**config.mk**
```make
export PLATFORM = sky130hd
export DESIGN_NAME = reset_seq
export DESIGN_NICKNAME = d
export VERILOG_FILES = /design/src/rtl/wavetrace_pkg.sv /design/src/rtl/sync_2ff.sv /design/src/rtl/reset_seq.sv
export SDC_FILE = /design/constraint.sdc
export NUM_CORES = 1
export LEC_CHECK = 0
export CAP_MARGIN = 20
export CORE_MARGIN = 8
export CORE_UTILIZATION = 50
export CTS_BUF_LIST = sky130_fd_sc_hd__clkbuf_16
export CTS_CLUSTER_SIZE = 20
export DETAILED_ROUTE_END_ITERATION = 7
export GPL_TIMING_DRIVEN = 0
export PLACE_DENSITY = 0.77
export SLEW_MARGIN = 25
export SYNTH_ARGS = -nofsm -noshare
export SYNTH_HDL_FRONTEND = slang
export SYNTH_SLANG_ARGS = --single-unit
```
**constraint.sdc**
```tcl
create_clock -name clk -period 4.9 [get_ports clk]
set_input_delay 0.735 -clock clk [delete_from_list [all_inputs] [get_ports clk]]
set_output_delay 0.735 -clock clk [all_outputs]
set_load 0.05 [all_outputs]
```
**src/rtl/wavetrace_pkg.sv**
```systemverilog
// Shared wavetrace definitions: reset sequencer state encoding and a width helper.
package wavetrace_pkg;

  typedef enum logic [1:0] {
    HOLD      = 2'd0,
    WAIT_LOCK = 2'd1,
    RELEASE   = 2'd2,
    RUN       = 2'd3
  } state_t;

  // Bits needed to hold values 0..value-1; never less than 1.
  function automatic int clog2(input int value);
    int r;
    r = 1;
    for (int i = 1; i < 31; i++) begin
      if ((1 << i) < value) r = i + 1;
    end
    return r;
  endfunction

endpackage

```
**src/rtl/sync_2ff.sv**
```systemverilog
// Single-bit two-flop synchroniser, both flops cleared by synchronous reset.
// Two cycles from d to q; no handshake.
module sync_2ff (
  input  logic clk,
  input  logic rst,
  input  logic d,
  output logic q
);

  logic meta;

  always_ff @(posedge clk) begin
    if (rst) begin
      meta <= 1'b0;
      q    <= 1'b0;
    end else begin
      meta <= d;
      q    <= meta;
    end
  end

endmodule

```
**src/rtl/reset_seq.sv**
```systemverilog
// Staged reset sequencer: hold, wait for PLL lock, release stages in ascending order, then ready.
// All outputs registered; asynchronous inputs pass through two-flop synchronisers first.
module reset_seq
  import wavetrace_pkg::*;
#(
  parameter int NUM_OUT     = 3,
  parameter int HOLD_CYCLES = 16,
  parameter int STAGE_GAP   = 8
) (
  input  logic               clk,
  input  logic               rst,
  input  logic               ext_rst_req,
  input  logic               pll_locked,
  output logic [NUM_OUT-1:0] rst_out,
  output logic               ready
);

  localparam int CNT_MAX = (HOLD_CYCLES > STAGE_GAP) ? HOLD_CYCLES : STAGE_GAP;
  localparam int CW      = clog2(CNT_MAX);
  localparam int IW      = clog2(NUM_OUT + 1);

  localparam logic [CW-1:0] HOLD_LAST = CW'(HOLD_CYCLES - 1);
  localparam logic [CW-1:0] GAP_LAST  = CW'(STAGE_GAP - 1);
  localparam logic [IW-1:0] IDX_LAST  = IW'(NUM_OUT - 1);

  logic req_s;
  logic lock_s;

  sync_2ff u_req_sync (
    .clk (clk),
    .rst (rst),
    .d   (ext_rst_req),
    .q   (req_s)
  );

  sync_2ff u_lock_sync (
    .clk (clk),
    .rst (rst),
    .d   (pll_locked),
    .q   (lock_s)
  );

  state_t             state, state_n;
  logic [CW-1:0]      cnt, cnt_n;
  logic [IW-1:0]      idx, idx_n;
  logic [NUM_OUT-1:0] rst_out_n;
  logic               ready_n;
  logic               abort;

  always_comb begin
    state_n   = state;
    cnt_n     = cnt;
    idx_n     = idx;
    rst_out_n = rst_out;
    ready_n   = ready;

    // Lock only matters once stages have started leaving reset.
    abort = (state != HOLD) &&
            (req_s || (!lock_s && (state == RELEASE || state == RUN)));

    if (abort) begin
      state_n   = HOLD;
      cnt_n     = '0;
      idx_n     = '0;
      rst_out_n = '1;
      ready_n   = 1'b0;
    end else begin
      case (state)
        HOLD: begin
          rst_out_n = '1;
          ready_n   = 1'b0;
          if (req_s) begin
            cnt_n = '0;
          end else if (cnt == HOLD_LAST) begin
            state_n = WAIT_LOCK;
            cnt_n   = '0;
          end else begin
            cnt_n = cnt + 1'b1;
          end
        end
        WAIT_LOCK: begin
          if (lock_s) begin
            state_n = RELEASE;
            cnt_n   = '0;
            idx_n   = '0;
          end
        end
        RELEASE: begin
          if (cnt == GAP_LAST) begin
            rst_out_n = rst_out & ~(NUM_OUT'(1) << idx);
            cnt_n     = '0;
            idx_n     = idx + 1'b1;
            if (idx == IDX_LAST) begin
              state_n = RUN;
              ready_n = 1'b1;
            end
          end else begin
            cnt_n = cnt + 1'b1;
          end
        end
        RUN: begin
          rst_out_n = '0;
          ready_n   = 1'b1;
        end
        default: state_n = HOLD;
      endcase
    end
  end

  always_ff @(posedge clk) begin
    if (rst) begin
      state   <= HOLD;
      cnt     <= '0;
      idx     <= '0;
      rst_out <= '1;
      ready   <= 1'b0;
    end else begin
      state   <= state_n;
      cnt     <= cnt_n;
      idx     <= idx_n;
      rst_out <= rst_out_n;
      ready   <= ready_n;
    end
  end

endmodule

```
# == After elaboration in Yosys (flattened, before gate mapping) ==
# Cells that the tools add are included.
# op_classes
n_addsub,2
n_eq_ne,11
n_shift,1
n_mux,19
bitwise,2
reduce_logical,16
# op_table
cell,n
two-way mux 4 bit,4
two-way mux 2 bit,7
one-hot mux 4 bit (3 select lines),1
one-hot mux 3 bit (3 select lines),1
"== test 2 bit, second input constant",3
"inequality test 2 x 1 -> 1 bit, second input constant",3
one-hot mux 2 bit (3 select lines),1
AND reduction 3 bit,2
AND reduction 6 bit,1
nonzero test 3 bit,2
"adder 4 x 1 -> 4 bit, second input constant",1
"== test 4 x 3 -> 1 bit, second input constant",1
"== test 4 bit, second input constant",1
"inequality test 2 bit, second input constant",2
one-hot mux 2 bit (2 select lines),1
AND reduction 2 bit,2
nonzero test 2 bit,2
AND 3 bit,1
two-way mux 3 bit,1
NOT 3 bit,1
one-hot mux 1 bit (3 select lines),1
"<< shifter 1 x 2 -> 3 bit, first input constant",1
"adder 2 x 1 -> 2 bit, second input constant",1
"== test 2 x 1 -> 1 bit, second input constant",1
other kinds (6),9
# totals
regBits,16
inputBits,4
out_inout_bits,4
elab_cells,60

# == Logic depth before layout (Yosys ltp) ==
# Gate-level depths: netlist of the first run.
# depth
depth_word,6
mapped_depth,7
depth_no_buf,6

# == Modules after synthesis ==
# From an unflattened synthesis of the first run, not the netlist that was laid out.
# hier_totals
cells_unflattened,95
hier_area_um2,840.8
# modules_own_cells
mod,n_inst,cells_per_inst,area_per_inst_um2,seq_area_each_um2
reset_seq,1,87,735.7,240.2
sync_2ff,2,4,52.6,40.0

# == Worst setup path before layout of the first run ==
# OpenSTA, ideal clock, no wires.
# synth_path
path_type,flip-flop to flip-flop
from,register state[0]
to,register state[1]
setup_ps,59
arrival_time_ps,1600
required_ps,4841
path_slack_ps,3241
stages_incl_launch_ff,8
path_buffers,1
period_less_slack_ps,1659
cell_sequence,dfxtp_1 inv_1 ha_1 buf_6 or2_4 a211o_1 a211o_1 nand2_1
# synth_between
elab_chain_cells,6
word_cells_on_any_way,18
cone_classes,eq/ne (8); mux (1); reduce/logical (9)
# synth_rtl
element,line_no,rtl
"start, declared",reset_seq.sv:43,"state_t state, state_n;"
"start signal, assigned",reset_seq.sv:118,state <= state_n;
"== test 2 bit, on equally long branches","reset_seq.sv:59, reset_seq.sv:68",
logical OR 1 bit,reset_seq.sv:59,(req_s || (!lock_s && (state == RELEASE || state == RUN)));
logical AND 1 bit,reset_seq.sv:59,
logical OR 1 bit,reset_seq.sv:59,
logical AND 1 bit,reset_seq.sv:58,abort = (state != HOLD) &&
OR reduction 2 bit (no source line),n/a,
# Parallel ways exist; a longest one is shown, timed or not.
# A chain may end at the register's enable or synchronous reset.

# == Worst setup path in the final report of the first run ==
# layout_path
from,register rst_out[2]
to,output rst_out[2]
# layout_rtl
element,line_no,rtl
"start, declared",reset_seq.sv:14,"output logic [NUM_OUT-1:0] rst_out,"
"start signal, assigned",reset_seq.sv:121,rst_out <= rst_out_n;
# No word-level cell between the ends.

==> reports/qor.yml, run 1 <==
cells_and_area:
  fin_nets: 119
  area_delta_synth_final_pct: 19.8
  fill_cells: 151
  antennaDiodeCount: 0
  layout-drive-gt1-share: 0.0762
place:
  pre_cts_slack_ns: 2.88
  dpl.hpwl_um: 1250
  place_congestion: 0.836
  portBuffers: 7
critical_path:
  worstPathCellList: "clkdlybuf4s50_1"
  cp.required_ns: 4.16
  cp_slowest_cell: "clkdlybuf4s50_1"
  slowest_delay_ns: 0.80
  cp_top_family: "buffers and inverters"
  crit_path_end_kind: "primary output"
  reg2reg_slack_ns: 3.08
  worstSetupPathType: "reg -> out"
  r2r-start: "state[0]$_SDFFE_PP0P_"
  crit_buf_inv: 1
  worstPathArrival_ns: 1.37
  critPathMaxFanout: 2
  startpoint_type: "register"
  r2r.worst_path.cells: 7
  reg2reg_to: "state[1]$_SDFFE_PP0P_"
floorplan:
  core_area_um2: 1670
  rows: 15
  die_area_um2: 3310
  ios: 8
  initial_core_util: 0.515
  fp.dieH_um: 57.5
  die_width_um: 57.5
logic_synthesis:
  yosys-top-cells-area: "dfxtp_1 (37%), ha_1 (13%), nor2b_1 (5.1%)"
  synth-edff-count: 0
  syn_inst: 94
  synth_cell_types: 30
  ys_ff_latch: 16
  synth_nets: 107
  mappedNetlistArea_um2: 861
  async_reset_ff_frac: 0
  synth_flop_cell: "dfxtp_1"
  synth_seq_area_share: 0.372
  yosys.area.top_type_share: 0.372
  post-synth-top-count-cell: "dfxtp_1"
  synth.top_cells.by_count: "dfxtp_1 (16), ha_1 (9), nand2_1 (8)"
  avgSynthCellArea_um2: 9.16
  yosys_warnings: 0
  yosysTopAreaCell: "dfxtp_1"
timing:
  fin_crit_sh: 0.429
  max_freq_mhz: 475
  finalSetupViolations: 0
  finalCriticalPeriod_ns: 2.10
  setup_ws_ns: 2.80
  finalSetupTns_ns: 0
  slew_headroom: 0.667
  clock_skew_ns: 0.00175
  grt_setup_unrepaired: "false"
  final_hold_viol_count: 0
  slew_viol_final: 0
  worst_pin_slew_ns: 0.498
clock_tree:
  cts_resized: 0
  clock_path_buffers: 2
  cts_setup_buffers: 0
  root_buffer: "clkbuf_16"
  cts_num_sinks: 16
  cts_buffers: 3
  cts_tree: "built"
  clk_latency_ns: 0.25
  htree_levels: 1
  clk_pin_slew_worst_paths_ns: 0.05
  hold_buffers: 0
grt:
  grt-ovfl-total: 0
  grt_first_pass_wirelength_um: 3040
  grt_pass1_vias: 666
  antenna_found_initial: 0
  grt_use_total: 0.117
  grt_max_degree: 11
route:
  final_antenna_net_count: 0
  vias: 698
  drc_errors: 0
  routed_via_density: 5.72
  firstDrtPassIters: 4
  routed_wl_um: 1710
  dr.first_iter.drc_count: 16
  post_drt_wl_per_cell_um: 14.0
hold_path:
  worstHoldStart: "u_lock_sync.meta$_SDFF_PP0_"
  hold_depth: 1
  hold_path.class: "reg -> reg"
  hold_end: "u_lock_sync.q$_SDFF_PP0_"
power:
  total_power_uw: 471
  cellPowerDensity_nw_per_um2: 457
  power_leakage_nw: 0.409
  ir_worst_vdd_mv: 0.261
status:
  status: "finished, final reports clean"
job:
  maxCapViolations: 0
-- cell type report --
cell class | instances | area, um^2 | area share
plain buffers | 2 | 15.0 | 0.0146
clock buffers | 3 | 75.1 | 0.0728
clock inverters | 1 | 3.75 | 0.00364
inverters | 4 | 15.0 | 0.0146
multi-input cells | 72 | 510 | 0.495
flip-flops and latches | 16 | 320 | 0.311
well taps | 17 | 21.3 | 0.0206
repair buffers | 7 | 70.1 | 0.0680
-- per-stage QoR --
step / util / instance area (um^2) / cells / hold WS (ns)
after floorplan: - / 861 / 94 / 0.414
after global placement: 0.570 / 952 / 118 / 0.416
after detailed placement: 0.570 / 952 / 118 / 0.426
after CTS: 0.617 / 1030 / 122 / 0.438
after global routing: 0.617 / 1030 / 122 / 0.464
final: 0.617 / 1030 / 122 / 0.438
-- worst max-delay path by stage --
stage / startpoint / to / depth (start not counted)
CTS: rst_out[0]$_SDFFE_PP1P_ / rst_out[0] / 1
floorplan: state[0]$_SDFFE_PP0P_ / state[1]$_SDFFE_PP0P_ / 7
global route: rst_out[2]$_SDFFE_PP1P_ / rst_out[2] / 1
global placement: rst / state[1]$_SDFFE_PP0P_ / 4
detailed placement: rst / state[1]$_SDFFE_PP0P_ / 4
finish: rst_out[2]$_SDFFE_PP1P_ / rst_out[2] / 1
-- where the power goes --
part	switching [mW]	internal, mW	total [mW]
Sequential	0.0161	0.150	0.166
Clock	0.0509	0.108	0.159
Combinational	0.0920	0.0539	0.146
Total	0.159	0.312	0.471
-- placed cells by master (no fill, tap or decap), types with 2 or more instances in the layout --
cell type        instances
ha_1                     9
o21a_1                   2
a21boi_0                 2
a21oi_1                  7
nand4_1                  4
o21ai_0                  4
nand3_1                  4
nor2_1                   3
a211o_1                  2
clkdlybuf4s50_1          7
dfxtp_1                 16
nand2b_1                 2
o31ai_1                  2
nand4b_1                 4
nor2b_1                  7
inv_1                    4
clkbuf_16                3
nand2_1                  8
-- cell families (layout without fill, tap and decap cells) --
group / after synthesis / count (layout) / share of synthesized area
compound gates: 23 / 23 / 0.189
xor+xnor: 1 / 1 / 0.0102
fa+ha+maj: 9 / 9 / 0.131
buf+inv: 6 / 17 / 0.0349
flops: 16 / 16 / 0.372
simple gates: 39 / 39 / 0.263
-- flip-flops by register name (all words and copies together), names as in the netlist --
name / cells
ready: 1
state: 2
rst_out: 3
u_req_sync.q: 1
u_lock_sync.q: 1
u_lock_sync.meta: 1
idx: 2
u_req_sync.meta: 1
cnt: 4
-- routing by layer --
metal | vias up | track usage | part of all wire
met5 | - | 0 | 0
met4 | 0 | 0.0643 | 0.025
met3 | 5 | 0.0314 | 0.031
met2 | 8 | 0.188 | 0.48
met1 | 328 | 0.136 | 0.47
li1 | 357 | - | -
No activity file was read; power rests on OpenSTA's default activity.
==> run 2, diff against run 1 <==
==> constraint.sdc (replaced) <==
create_clock -name clk -period 2 [get_ports clk]
set_input_delay 0.3 -clock clk [delete_from_list [all_inputs] [get_ports clk]]
set_output_delay 0.3 -clock clk [all_outputs]
set_load 0.05 [all_outputs]
==> run 2 against run 1 <==
  * Die area is the same
  * Register-to-register slack worse by 2.9 ns
  * Non-clock buffer count is the same
  * Global-route usage did not move
  * Cell area rose by 0.48%
  * Sequential share of layout area fell by 0.15 points
  * Power increased by 150%
  * Utilization rose by 0.30 points
  * Via count is 0.29% lower
  * Sequential power rose by 150%
  * Final cell count did not move
  * Largest power group unchanged
  * Highest routed layer unchanged
==> reports/qor.yml, run 2 (synthesis results as in run 1) <==
power:
  clkPwrFrac: 0.337  # about the same
  switching_share: 0.338  # +0.000371
  cellPowerDensity_nw_per_um2: 1120  # +140%
  ir_worst_vdd_mv: 0.641  # +150%
  seqPwrFrac: 0.351  # -0.002
  p_sw_uw: 391  # +150%
  p_int_uw: 767  # +150%
  power_frac_comb: 0.312  # +0.003
  power_leakage_nw: 0.411  # +0.54%
floorplan:
  fp.dieH_um: 57.5  # unchanged
  core_area_um2: 1670  # unchanged
  rows: 15  # unchanged
  die_width_um: 57.5  # unchanged
  die_area_um2: 3310  # unchanged
  ios: 8  # unchanged
  initial_core_util: 0.515  # unchanged
route:
  drc_errors: 0  # unchanged
  dr.first_iter.drc_count: 10  # -6
  post_drt_wl_per_cell_um: 14.0  # +0.35%
  final_antenna_net_count: 0  # unchanged
  firstDrtPassIters: 4  # unchanged
  routed_wl_um: 1710  # +0.35%
  routed_via_density: 5.70  # -0.29%
  vias: 696  # -0.29%
grt:
  grt_first_pass_wirelength_um: 3040  # unchanged
  grt-ovfl-total: 0  # unchanged
  antenna_found_initial: 0  # unchanged
  grt_use_total: 0.117  # unchanged
  grt_max_degree: 11  # unchanged
  grt_pass1_vias: 666  # unchanged
cells_and_area:
  layout-drive-gt1-share: 0.0762  # unchanged
  fin_nets: 119  # unchanged
  final_common_cell: "dfxtp_1"
  fin_area_um2: 1040  # +0.48%
  largestRegisters: "cnt: 4 flops, rst_out: 3 flops"
  largest_register: "cnt"
  antennaDiodeCount: 0  # unchanged
  area_delta_synth_final_pct: 20.3
  layout_common_cells: "dfxtp_1 (16), ha_1 (9), nand2_1 (8)"
  largest_reg_flops: 4  # unchanged
timing:
  slew_headroom: 0.667  # unchanged
  grt_setup_unrepaired: "false"
  finalSetupViolations: 0  # unchanged
  clock_skew_ns: 0.00223  # +0.000479 ns
  max_freq_mhz: 546
  finalCriticalPeriod_ns: 1.83
  fin_crit_sh: 0.915
  hold_slack_ns: 0.437  # -0.000782 ns
  slew_viol_final: 0  # unchanged
  finalSetupTns_ns: 0  # unchanged
  final_hold_viol_count: 0  # unchanged
  worst_pin_slew_ns: 0.498  # unchanged
clock_tree:
  htree_levels: 1  # unchanged
  clk_pin_slew_worst_paths_ns: 0.05  # about the same
  hold_buffers: 0  # unchanged
  cts_num_sinks: 16  # unchanged
  clock_path_buffers: 2  # unchanged
  cts_buffers: 3  # unchanged
  root_buffer: "clkbuf_16"
  clk_latency_ns: 0.25  # about the same
  cts_tree: "built"
critical_path:
  cp_slowest_cell: "dfxtp_1"
  worstPathArrival_ns: 2.02  # +0.65 ns
  cpMostUsedCell: "a211o_1"
  worstSetupPathType: "reg -> reg"
  slowest_delay_ns: 0.40  # -0.40 ns
  cp.required_ns: 2.19  # -1.97 ns
  critPathMaxFanout: 10  # +8
  startpoint_type: "register"
  worstPathCellList: "inv_1 > ha_1 > buf_6 > or2_4 > a211o_1 > a211o_1 > nand2_1"
  crit_path_end_kind: "register"
place:
  portBuffers: 7  # unchanged
  dpl.hpwl_um: 1250  # unchanged
  placed_cell_area_um2: 952  # unchanged
  place_congestion: 0.836  # unchanged
hold_path:
  hold_path.class: "reg -> reg"
job:
  maxCapViolations: 0  # unchanged
status:
  status: "finished, final reports clean"
-- run 2: cell counts in the layout (fill, tap and decap cells not counted) --
Identical to the previous run, type by type.
-- run 2: power by group through the flow --
stage | Combinational [mW] | Clock (mW) | Sequential (mW)
3_3_place_gp | 0.341 | 0 | 0.409
3_5_place_dp | 0.354 | 0 | 0.414
4_1_cts | 0.358 | 0.394 | 0.407
2_1_floorplan | 0.214 | 0 | 0.458
5_1_grt | 0.403 | 0.416 | 0.413
6_report | 0.361 | 0.390 | 0.407
-- run 2: cell type report --
cell class / count / area (um^2)
buffer: 2 / 15.0
clock buffer: 3 / 75.1
clock inverter: 1 / 3.75
fill: 151 / 634
inverter: 4 / 15.0
multi-input combinational: 72 / 515
sequential: 16 / 320
tap: 17 / 21.3
timing repair buffer: 7 / 70.1
-- run 2: path summary, 6_finish.rpt --
| kind | from | endpoint | slack, ns | depth (start not counted) |
|---|---|---|---|---|
| worst min-delay path | u_lock_sync.meta$_SDFF_PP0_ | u_lock_sync.q$_SDFF_PP0_ | 0.44 | 1 |
| worst min register to register | u_lock_sync.meta$_SDFF_PP0_ | u_lock_sync.q$_SDFF_PP0_ | 0.44 | 1 |
| worst max-delay path | state[0]$_SDFFE_PP0P_ | state[1]$_SDFFE_PP0P_ | 0.17 | 7 |
| worst max register to register | state[0]$_SDFFE_PP0P_ | state[1]$_SDFFE_PP0P_ | 0.17 | 7 |
-- run 2: layer usage --
metal / wire (um) / vias up / global-route usage
met4: 43 / 0 / 0.0643
met3: 53 / 5 / 0.0314
met5: 0 / - / 0
met1: 803 / 327 / 0.136
li1: - / 356 / -
met2: 814 / 8 / 0.188
-- run 2: worst max-delay path, delay by kind of cell, from the launching register on --
family / cells / cell delay (ns)
buffers and inverters: 2 / 0.23
AOI/OAI and AO/OA: 2 / 0.64
and+or+nand+nor: 2 / 0.30
DFF: 1 / 0.40
adders and majority gates: 1 / 0.21
-- run 2: what timing repair did --
| item | CTS | global route |
|---|---|---|
| setup buffers | 0 | 0 |
| resized for setup | 0 | 1 |
| endpoints found under the setup margin | 0 | 1 |
| hold endpoints to repair | 0 | 0 |
-- run 2: per-stage QoR --
step | power (mW) | util | cells | worst slack [ns]
floorplan | 0.672 | - | 94 | 0.341
global placement | 0.751 | 0.570 | 118 | 0.223
detailed placement | 0.768 | 0.570 | 118 | 0.196
CTS | 1.16 | 0.617 | 122 | 0.173
global route | 1.23 | 0.620 | 122 | 0.0280
finish | 1.16 | 0.620 | 122 | 0.169
